### src/rtl/dram_pkg.sv
// Shared types and default timing values for the DRAM command timing block.
// Holds the window FSM state encoding, default T_* cycle counts and the counter width.
// No ports; imported by dram_timing_ctrl.
package dram_pkg;

  localparam int CNT_W = 16;

  localparam int DEF_T_RCD   = 4;
  localparam int DEF_T_CWL   = 5;
  localparam int DEF_T_RL    = 6;
  localparam int DEF_T_BURST = 4;
  localparam int DEF_T_WR    = 6;
  localparam int DEF_T_RP    = 4;
  localparam int DEF_T_RFC   = 32;
  localparam int DEF_T_REFI  = 1560;

  typedef enum logic [2:0] {
    IDLE    = 3'd0,
    ACT     = 3'd1,
    WR      = 3'd2,
    WR_WAIT = 3'd3,
    RD      = 3'd4,
    PRE     = 3'd5,
    REF     = 3'd6
  } timing_state_t;

endpackage

### src/rtl/timing_signals_if.sv
// Bundle of timing handshakes between the timing controller and its consumers.
// timing_ctrl modport: producer drives every signal; consumer modport observes them.
// All signals are single-bit, registered (clear is a combinational OR of the dones).
interface timing_signals_if;
  logic tACT_done;
  logic tWR_done;
  logic tRD_done;
  logic tPRE_done;
  logic tREF_done;
  logic tWRITE_WAIT_done;
  logic rf_req;
  logic wr_en;
  logic rd_en;
  logic clear;

  modport timing_ctrl (
    output tACT_done, tWR_done, tRD_done, tPRE_done, tREF_done,
           tWRITE_WAIT_done, rf_req, wr_en, rd_en, clear
  );

  modport consumer (
    input tACT_done, tWR_done, tRD_done, tPRE_done, tREF_done,
          tWRITE_WAIT_done, rf_req, wr_en, rd_en, clear
  );
endinterface

### src/rtl/refresh_timer.sv
// Periodic refresh request generator: counts T_REFI cycles then raises rf_req.
// Ports: clk, rst (sync active-high), ref_ack (REF accepted this cycle), rf_req (level).
// rf_req holds until ref_ack; the interval counter freezes while a request is pending.
module refresh_timer #(
  parameter int T_REFI = dram_pkg::DEF_T_REFI,
  parameter int CNT_W  = dram_pkg::CNT_W
) (
  input  logic clk,
  input  logic rst,
  input  logic ref_ack,
  output logic rf_req
);

  localparam logic [CNT_W-1:0] LAST = CNT_W'(T_REFI - 1);

  logic [CNT_W-1:0] intervalCnt;

  always_ff @(posedge clk) begin
    if (rst) begin
      intervalCnt <= '0;
      rf_req      <= 1'b0;
    end else if (ref_ack) begin
      // A refresh (early or requested) restarts the interval from zero.
      intervalCnt <= '0;
      rf_req      <= 1'b0;
    end else if (!rf_req) begin
      if (intervalCnt == LAST) begin
        rf_req <= 1'b1;
      end else begin
        intervalCnt <= intervalCnt + CNT_W'(1);
      end
    end
  end

endmodule

### src/rtl/dram_timing_ctrl.sv
// Times each DRAM command window and pulses the matching *_done one cycle at its end;
// also generates wr_en/rd_en burst windows, clear, busy and the periodic rf_req.
// Ports: CLK, RST (sync active-high), cmd_act/wr/rd/pre/ref strobes, tif (timing_ctrl
// modport), busy, timing_err (only when DRAM_TIMING_ERR_EN is defined).
module dram_timing_ctrl #(
  parameter int T_RCD   = dram_pkg::DEF_T_RCD,
  parameter int T_CWL   = dram_pkg::DEF_T_CWL,
  parameter int T_RL    = dram_pkg::DEF_T_RL,
  parameter int T_BURST = dram_pkg::DEF_T_BURST,
  parameter int T_WR    = dram_pkg::DEF_T_WR,
  parameter int T_RP    = dram_pkg::DEF_T_RP,
  parameter int T_RFC   = dram_pkg::DEF_T_RFC,
  parameter int T_REFI  = dram_pkg::DEF_T_REFI,
  parameter int CNT_W   = dram_pkg::CNT_W
) (
  input  logic CLK,
  input  logic RST,
  input  logic cmd_act,
  input  logic cmd_wr,
  input  logic cmd_rd,
  input  logic cmd_pre,
  input  logic cmd_ref,
  timing_signals_if.timing_ctrl tif,
  output logic busy
`ifdef DRAM_TIMING_ERR_EN
  ,
  output logic timing_err
`endif
);

  import dram_pkg::*;

  // Window loads are T-1 so that done lands exactly T cycles after acceptance.
  localparam logic [CNT_W-1:0] LD_ACT = CNT_W'(T_RCD - 1);
  localparam logic [CNT_W-1:0] LD_WR  = CNT_W'(T_CWL + T_BURST - 1);
  localparam logic [CNT_W-1:0] LD_WW  = CNT_W'(T_WR - 1);
  localparam logic [CNT_W-1:0] LD_RD  = CNT_W'(T_RL + T_BURST - 1);
  localparam logic [CNT_W-1:0] LD_PRE = CNT_W'(T_RP - 1);
  localparam logic [CNT_W-1:0] LD_REF = CNT_W'(T_RFC - 1);
  localparam logic [CNT_W-1:0] LD_BST = CNT_W'(T_BURST - 1);
  // In WR/RD the window counter reads T_BURST exactly one cycle before data starts.
  localparam logic [CNT_W-1:0] BURST_MARK = CNT_W'(T_BURST);

  timing_state_t state, nextState;
  logic [CNT_W-1:0] winCnt, nextWinCnt;
  logic [CNT_W-1:0] burstCnt, nextBurstCnt;
  logic actDone, wrDone, rdDone, preDone, refDone, wwDone;
  logic nextActDone, nextWrDone, nextRdDone, nextPreDone, nextRefDone, nextWwDone;
  logic wrEn, rdEn, nextWrEn, nextRdEn;
  logic refAck;

  assign refAck = (state == IDLE) && cmd_ref;

  always_ff @(posedge CLK) begin
    if (RST) begin
      state    <= IDLE;
      winCnt   <= '0;
      burstCnt <= '0;
      actDone  <= 1'b0;
      wrDone   <= 1'b0;
      rdDone   <= 1'b0;
      preDone  <= 1'b0;
      refDone  <= 1'b0;
      wwDone   <= 1'b0;
      wrEn     <= 1'b0;
      rdEn     <= 1'b0;
    end else begin
      state    <= nextState;
      winCnt   <= nextWinCnt;
      burstCnt <= nextBurstCnt;
      actDone  <= nextActDone;
      wrDone   <= nextWrDone;
      rdDone   <= nextRdDone;
      preDone  <= nextPreDone;
      refDone  <= nextRefDone;
      wwDone   <= nextWwDone;
      wrEn     <= nextWrEn;
      rdEn     <= nextRdEn;
    end
  end

  // Window FSM: counter saturates at zero; the done flag is raised the cycle after
  // the counter reaches zero and the FSM leaves the state one cycle after that.
  always_comb begin
    nextState   = state;
    nextWinCnt  = (winCnt != '0) ? (winCnt - CNT_W'(1)) : '0;
    nextActDone = 1'b0;
    nextWrDone  = 1'b0;
    nextRdDone  = 1'b0;
    nextPreDone = 1'b0;
    nextRefDone = 1'b0;
    nextWwDone  = 1'b0;
    case (state)
      IDLE: begin
        if (cmd_ref) begin
          nextState  = REF;
          nextWinCnt = LD_REF;
        end else if (cmd_pre) begin
          nextState  = PRE;
          nextWinCnt = LD_PRE;
        end else if (cmd_act) begin
          nextState  = ACT;
          nextWinCnt = LD_ACT;
        end else if (cmd_wr) begin
          nextState  = WR;
          nextWinCnt = LD_WR;
        end else if (cmd_rd) begin
          nextState  = RD;
          nextWinCnt = LD_RD;
        end
      end
      ACT: begin
        if (actDone) nextState = IDLE;
        else if (winCnt == '0) nextActDone = 1'b1;
      end
      PRE: begin
        if (preDone) nextState = IDLE;
        else if (winCnt == '0) nextPreDone = 1'b1;
      end
      REF: begin
        if (refDone) nextState = IDLE;
        else if (winCnt == '0) nextRefDone = 1'b1;
      end
      RD: begin
        if (rdDone) nextState = IDLE;
        else if (winCnt == '0) nextRdDone = 1'b1;
      end
      WR: begin
        // Recovery is timed from the tWR_done cycle, so the counter is reloaded
        // while still in WR; with T_WR=1 recovery completes on entry to WR_WAIT.
        if (wrDone) begin
          nextState = WR_WAIT;
          if (winCnt == '0) nextWwDone = 1'b1;
        end else if (winCnt == '0) begin
          nextWrDone = 1'b1;
          nextWinCnt = LD_WW;
        end
      end
      WR_WAIT: begin
        if (wwDone) nextState = IDLE;
        else if (winCnt == '0) nextWwDone = 1'b1;
      end
      default: nextState = IDLE;
    endcase
  end

  // Burst windows: opened from the window counter, length counted by burstCnt.
  always_comb begin
    nextBurstCnt = burstCnt;
    nextWrEn     = wrEn;
    nextRdEn     = rdEn;
    if (wrEn || rdEn) begin
      if (burstCnt == '0) begin
        nextWrEn = 1'b0;
        nextRdEn = 1'b0;
      end else begin
        nextBurstCnt = burstCnt - CNT_W'(1);
      end
    end else if ((state == WR) && !wrDone && (winCnt == BURST_MARK)) begin
      // !wrDone keeps the recovery reload from reopening the write burst.
      nextWrEn     = 1'b1;
      nextBurstCnt = LD_BST;
    end else if ((state == RD) && (winCnt == BURST_MARK)) begin
      nextRdEn     = 1'b1;
      nextBurstCnt = LD_BST;
    end
  end

  refresh_timer #(
    .T_REFI (T_REFI),
    .CNT_W  (CNT_W)
  ) uRefresh (
    .clk     (CLK),
    .rst     (RST),
    .ref_ack (refAck),
    .rf_req  (tif.rf_req)
  );

  assign tif.tACT_done        = actDone;
  assign tif.tWR_done         = wrDone;
  assign tif.tRD_done         = rdDone;
  assign tif.tPRE_done        = preDone;
  assign tif.tREF_done        = refDone;
  assign tif.tWRITE_WAIT_done = wwDone;
  assign tif.wr_en            = wrEn;
  assign tif.rd_en            = rdEn;
  assign tif.clear            = actDone | wrDone | rdDone | preDone | refDone | wwDone;
  assign busy                 = (state != IDLE);

`ifdef DRAM_TIMING_ERR_EN
  logic [4:0] strobes;
  assign strobes = {cmd_ref, cmd_pre, cmd_act, cmd_wr, cmd_rd};

  always_ff @(posedge CLK) begin
    if (RST) begin
      timing_err <= 1'b0;
    end else if (((strobes != '0) && busy) || ($countones(strobes) > 1)) begin
      timing_err <= 1'b1;
    end
  end
`endif

endmodule

### src/flat_wrapper.sv
// flat-port wrapper written by rule: the top's interface ports become plain ports
module dram_timing_ctrl_flat import dram_pkg::*;
#(
  parameter int T_RCD   = dram_pkg::DEF_T_RCD,
  parameter int T_CWL   = dram_pkg::DEF_T_CWL,
  parameter int T_RL    = dram_pkg::DEF_T_RL,
  parameter int T_BURST = dram_pkg::DEF_T_BURST,
  parameter int T_WR    = dram_pkg::DEF_T_WR,
  parameter int T_RP    = dram_pkg::DEF_T_RP,
  parameter int T_RFC   = dram_pkg::DEF_T_RFC,
  parameter int T_REFI  = dram_pkg::DEF_T_REFI,
  parameter int CNT_W   = dram_pkg::CNT_W
)
  (CLK, RST, cmd_act, cmd_wr, cmd_rd, cmd_pre, cmd_ref, busy, tif_tACT_done, tif_tWR_done, tif_tRD_done, tif_tPRE_done, tif_tREF_done, tif_tWRITE_WAIT_done, tif_rf_req, tif_wr_en, tif_rd_en, tif_clear);
  timing_signals_if tif_i ();
  input  logic CLK;
  input  logic RST;
  input  logic cmd_act;
  input  logic cmd_wr;
  input  logic cmd_rd;
  input  logic cmd_pre;
  input  logic cmd_ref;
  output logic busy;
  output wire logic [$bits(tif_i.tACT_done)-1:0] tif_tACT_done;
  output wire logic [$bits(tif_i.tWR_done)-1:0] tif_tWR_done;
  output wire logic [$bits(tif_i.tRD_done)-1:0] tif_tRD_done;
  output wire logic [$bits(tif_i.tPRE_done)-1:0] tif_tPRE_done;
  output wire logic [$bits(tif_i.tREF_done)-1:0] tif_tREF_done;
  output wire logic [$bits(tif_i.tWRITE_WAIT_done)-1:0] tif_tWRITE_WAIT_done;
  output wire logic [$bits(tif_i.rf_req)-1:0] tif_rf_req;
  output wire logic [$bits(tif_i.wr_en)-1:0] tif_wr_en;
  output wire logic [$bits(tif_i.rd_en)-1:0] tif_rd_en;
  output wire logic [$bits(tif_i.clear)-1:0] tif_clear;
  assign tif_tACT_done = tif_i.tACT_done;
  assign tif_tWR_done = tif_i.tWR_done;
  assign tif_tRD_done = tif_i.tRD_done;
  assign tif_tPRE_done = tif_i.tPRE_done;
  assign tif_tREF_done = tif_i.tREF_done;
  assign tif_tWRITE_WAIT_done = tif_i.tWRITE_WAIT_done;
  assign tif_rf_req = tif_i.rf_req;
  assign tif_wr_en = tif_i.wr_en;
  assign tif_rd_en = tif_i.rd_en;
  assign tif_clear = tif_i.clear;
  dram_timing_ctrl #(.T_RCD(T_RCD), .T_CWL(T_CWL), .T_RL(T_RL), .T_BURST(T_BURST), .T_WR(T_WR), .T_RP(T_RP), .T_RFC(T_RFC), .T_REFI(T_REFI), .CNT_W(CNT_W)) u_core (.CLK(CLK), .RST(RST), .cmd_act(cmd_act), .cmd_wr(cmd_wr), .cmd_rd(cmd_rd), .cmd_pre(cmd_pre), .cmd_ref(cmd_ref), .tif(tif_i), .busy(busy));
endmodule
### config.mk
export PLATFORM = sky130hd
export DESIGN_NAME = dram_timing_ctrl_flat
export DESIGN_NICKNAME = d
export VERILOG_FILES = /design/src/rtl/dram_pkg.sv /design/src/rtl/timing_signals_if.sv /design/src/rtl/refresh_timer.sv /design/src/rtl/dram_timing_ctrl.sv /design/src/flat_wrapper.sv
export SDC_FILE = /design/constraint.sdc
export NUM_CORES = 1
export LEC_CHECK = 0
export CORE_MARGIN = 10
export CORE_UTILIZATION = 55
export CTS_CLUSTER_DIAMETER = 60
export DETAILED_ROUTE_END_ITERATION = 10
export MAX_ROUTING_LAYER = met4
export PLACE_DENSITY = 0.7
export REMOVE_ABC_BUFFERS = 1
export SLEW_MARGIN = 0
export SYNTH_ARGS = -nofsm -noshare
export SYNTH_HDL_FRONTEND = slang
export SYNTH_HIERARCHICAL = 1
export SYNTH_SLANG_ARGS = --single-unit
### constraint.sdc
create_clock -name CLK -period 6 [get_ports CLK]
set_input_delay 0.9 -clock CLK [delete_from_list [all_inputs] [get_ports CLK]]
set_output_delay 0.9 -clock CLK [all_outputs]
set_load 0.005 [all_outputs]
==> summary.md <==
| Metric | Value |
|---|---|
| Status | `complete, no violations` |
| Fin. max-slew vios | `0` |
| Number of synthesized register bits | `60` |
| Root Driver | `clkbuf_8` |
| Arrival time worst endpoint | `2.31 ns` |
| Syn Area/Cell | `8.55 sq um` |
| Clock Path Buffers | `2` |
| P_sw | `0.584 mW` |
| Vias in the first global route | `2429` |
| Crit share post-route | `0.535` |
| Int Pwr | `0.924 mW` |
| # diodes | `0` |
| PD cells | `428 nW/um^2` |
| Routed via count | `2686` |
| Post-synth EDFFs | `0` |
| Post-CTS Setup Bufs | `0` |
| Worst VDD drop | `0.000310 V` |
| Critical setup path kind | `flop to output port` |
| Row count | `27` |
| Setup crit end kind | `output port` |
| Avg WL per Cell | `14.6 microns` |
| Gr busiest metal | `met2` |
| Placer Congestion | `0.873` |
| WP data required | `5.10 ns` |
| CP Max Fanout | `11` |
| Drt total wl | `6.64 mm` |
| # resized after CTS | `0` |
| Worst Tran Pin Value | `1.03 ns` |
| I/O pins | `18` |
| Area Overhead vs Synth | `12.4%` |
| Port Buf Inserts | `17` |
| FFs w/ async S/R, synth | `0` |
| Met2 usage | `0.233` |
| Worst skew pair latency | `0.34 ns` |
| Drt first pass iters | `4` |
| Initial antenna violation count | `0` |
| Largest net degree at the start of global routing | `21` |
| Clock Skew | `0.0128 ns` |
| Static Leak | `1.21 nW` |
| RSZ-0062 raised after global routing | `false` |
| Sw Ratio | `0.387` |
| Die area | `9120 sq um` |
| Post-Route Setup TNS | `0 ns` |
| Endpoints failing hold | `0` |
| Drt initial violations | `83` |
| CP Launch Type | `flop` |
| Comb power frac | `0.382` |
| Num CTS Buffers | `9` |
| Clock share of power | `0.265` |
| Final core occ | `0.641` |
| GRT Util Overall | `0.154` |
| Fin crit period | `3.21 ns` |
| Internal reg-to-reg setup slack | `3.55 ns` |
| Die width | `95.5 microns` |
| Final Instance Count excl. Fillers | `453` |
| Distinct cells, synth | `54` |
| Core area | `5510 sq um` |
| CTS H-Tree Depth | `3` |
| Die Span Y | `95.5 microns` |
| Share of post-route cells with drive strength above 1 | `0.102` |
| Grt met1 use | `0.191` |
| Mapped Area | `3140 sq um` |
| Vias/cell | `5.93` |
| Placed cells | `437` |
| Reg power frac | `0.353` |
| First-pass GRT wire length | `11.1 mm` |
| Worst rel slew slack | `0.308` |
| DRC | `0` |
| Starting Density | `0.570` |
| Worst min-delay path category | `flop to flop` |
| Synthesized netlist cell count | `367` |
| Grt met3 use | `0.0369` |
| Reg clk slew, reported paths | `0.07 ns` |
| GRT overflow | `0` |
| Final #Nets | `387` |
| Hpwl dp | `4.55 mm` |
| Final setup vio count | `0` |
| Sequential area share after synthesis | `0.383` |
| Max Freq | `312 MHz` |
| Final ANT Viol Nets | `0` |
| Max-Cap Viols | `0` |
| YS warnings | `6` |
| TritonCTS clock tree | `done` |
| Hold buffer count at cts | `0` |
| Main synth FF type | `dfxtp_1` |
| Clock sink count | `60` |
[through the flow]
stage | hold WS (ns) | power [mW] | instance area [sq um] | worst slack (ns)
floorplan | 0.446 | 0.962 | 3050 | 3.79
global placement | 0.464 | 1.10 | 3310 | 3.11
detailed placement | 0.466 | 1.11 | 3310 | 3.11
CTS | 0.480 | 1.51 | 3530 | 2.78
finish | 0.478 | 1.51 | 3530 | 2.79
global route | 0.511 | 1.61 | 3530 | 2.63
[cells in the mapped netlist, types with 6 or more instances]
cell      count  area [sq um]
dfxtp_1      60          1200
a21oi_1      26           130
nor2_1       26          97.6
nand2_1      18          67.6
nor3_1       18          90.1
o21ai_0      17          85.1
clkbuf_1     16          60.1
inv_1        16          60.1
nor4_1       15          93.8
nand3_1      13          65.1
or4_1        13          97.6
o31ai_1      12          90.1
xnor2_1      11          96.3
or3_1         9          56.3
nand4_1       8          50.1
xor2_1        7          61.3
nand2b_1      6          37.5
[flip-flops by register name (all words and copies together), names as in the netlist, 3 cells and up]
signal                       flops
u_core/uRefresh/intervalCnt     16
u_core/state                     3
u_core/winCnt                   16
u_core/burstCnt                 16
[path summary, 6_finish.rpt]
| path | start | end | depth (start not counted) |
|---|---|---|---|
| min reg2reg | u_core/burstCnt[13] | u_core/burstCnt[13] | 2 |
| min | u_core/burstCnt[13] | u_core/burstCnt[13] | 2 |
| max reg2reg | u_core/winCnt[8] | u_core/burstCnt[5] | 4 |
| max | u_core/state[1] | busy | 3 |
[power groups by stage]
stage / registers [mW] / clock network, mW / logic (mW)
global placement: 0.538 / 0 / 0.561
floorplan: 0.522 / 0 / 0.440
detailed placement: 0.539 / 0 / 0.568
finish: 0.533 / 0.400 / 0.576
global route: 0.543 / 0.422 / 0.640
CTS: 0.531 / 0.407 / 0.573
[final cells by class]
type	count	area, sq um
multi-input cells	272	1790
inverters	16	60.1
clock inverters	6	88.8
repair buffers	17	170
clock buffers	10	128
fillers	476	1980
well taps	72	90.1
flip-flops and latches	60	1200
[placed cells by master (no fill, tap or decap), types with 11 or more instances in the layout]
cell,n
inv_1,16
xnor2_1,11
nand3_1,13
nor3_1,18
nor2_1,26
o21ai_0,17
nand2_1,18
nor4_1,15
dfxtp_1,60
clkdlybuf4s50_1,17
o31ai_1,12
or4_1,13
a21oi_1,26
[worst max-delay path, stage by stage, from the launching register on]
cell             delay, ns
dfxtp_1               0.44
nor3_1                0.89
inv_1                 0.14
clkdlybuf4s50_1       0.49
[cell families (layout without fill, tap and decap cells)]
group | Yosys count | after routing | share of synthesized area
xor gates and xnor gates | 18 | 18 | 0.0503
muxes | 4 | 4 | 0.0168
and+or+nand+nor | 165 | 165 | 0.325
DFF | 60 | 60 | 0.383
adders and majority gates | 4 | 4 | 0.0160
AOI/OAI and AO/OA | 81 | 81 | 0.162
buffers and inverters | 35 | 49 | 0.0467
[per-layer routing]
metal | part of all wire | vias to the layer above | wire length [microns]
li1 | - | 1399 | -
met1 | 0.50 | 1247 | 3290
met2 | 0.46 | 32 | 3070
met3 | 0.025 | 8 | 165
met4 | 0.017 | 0 | 111
met5 | 0 | - | 0
Power figures use the tool's default switching activity.
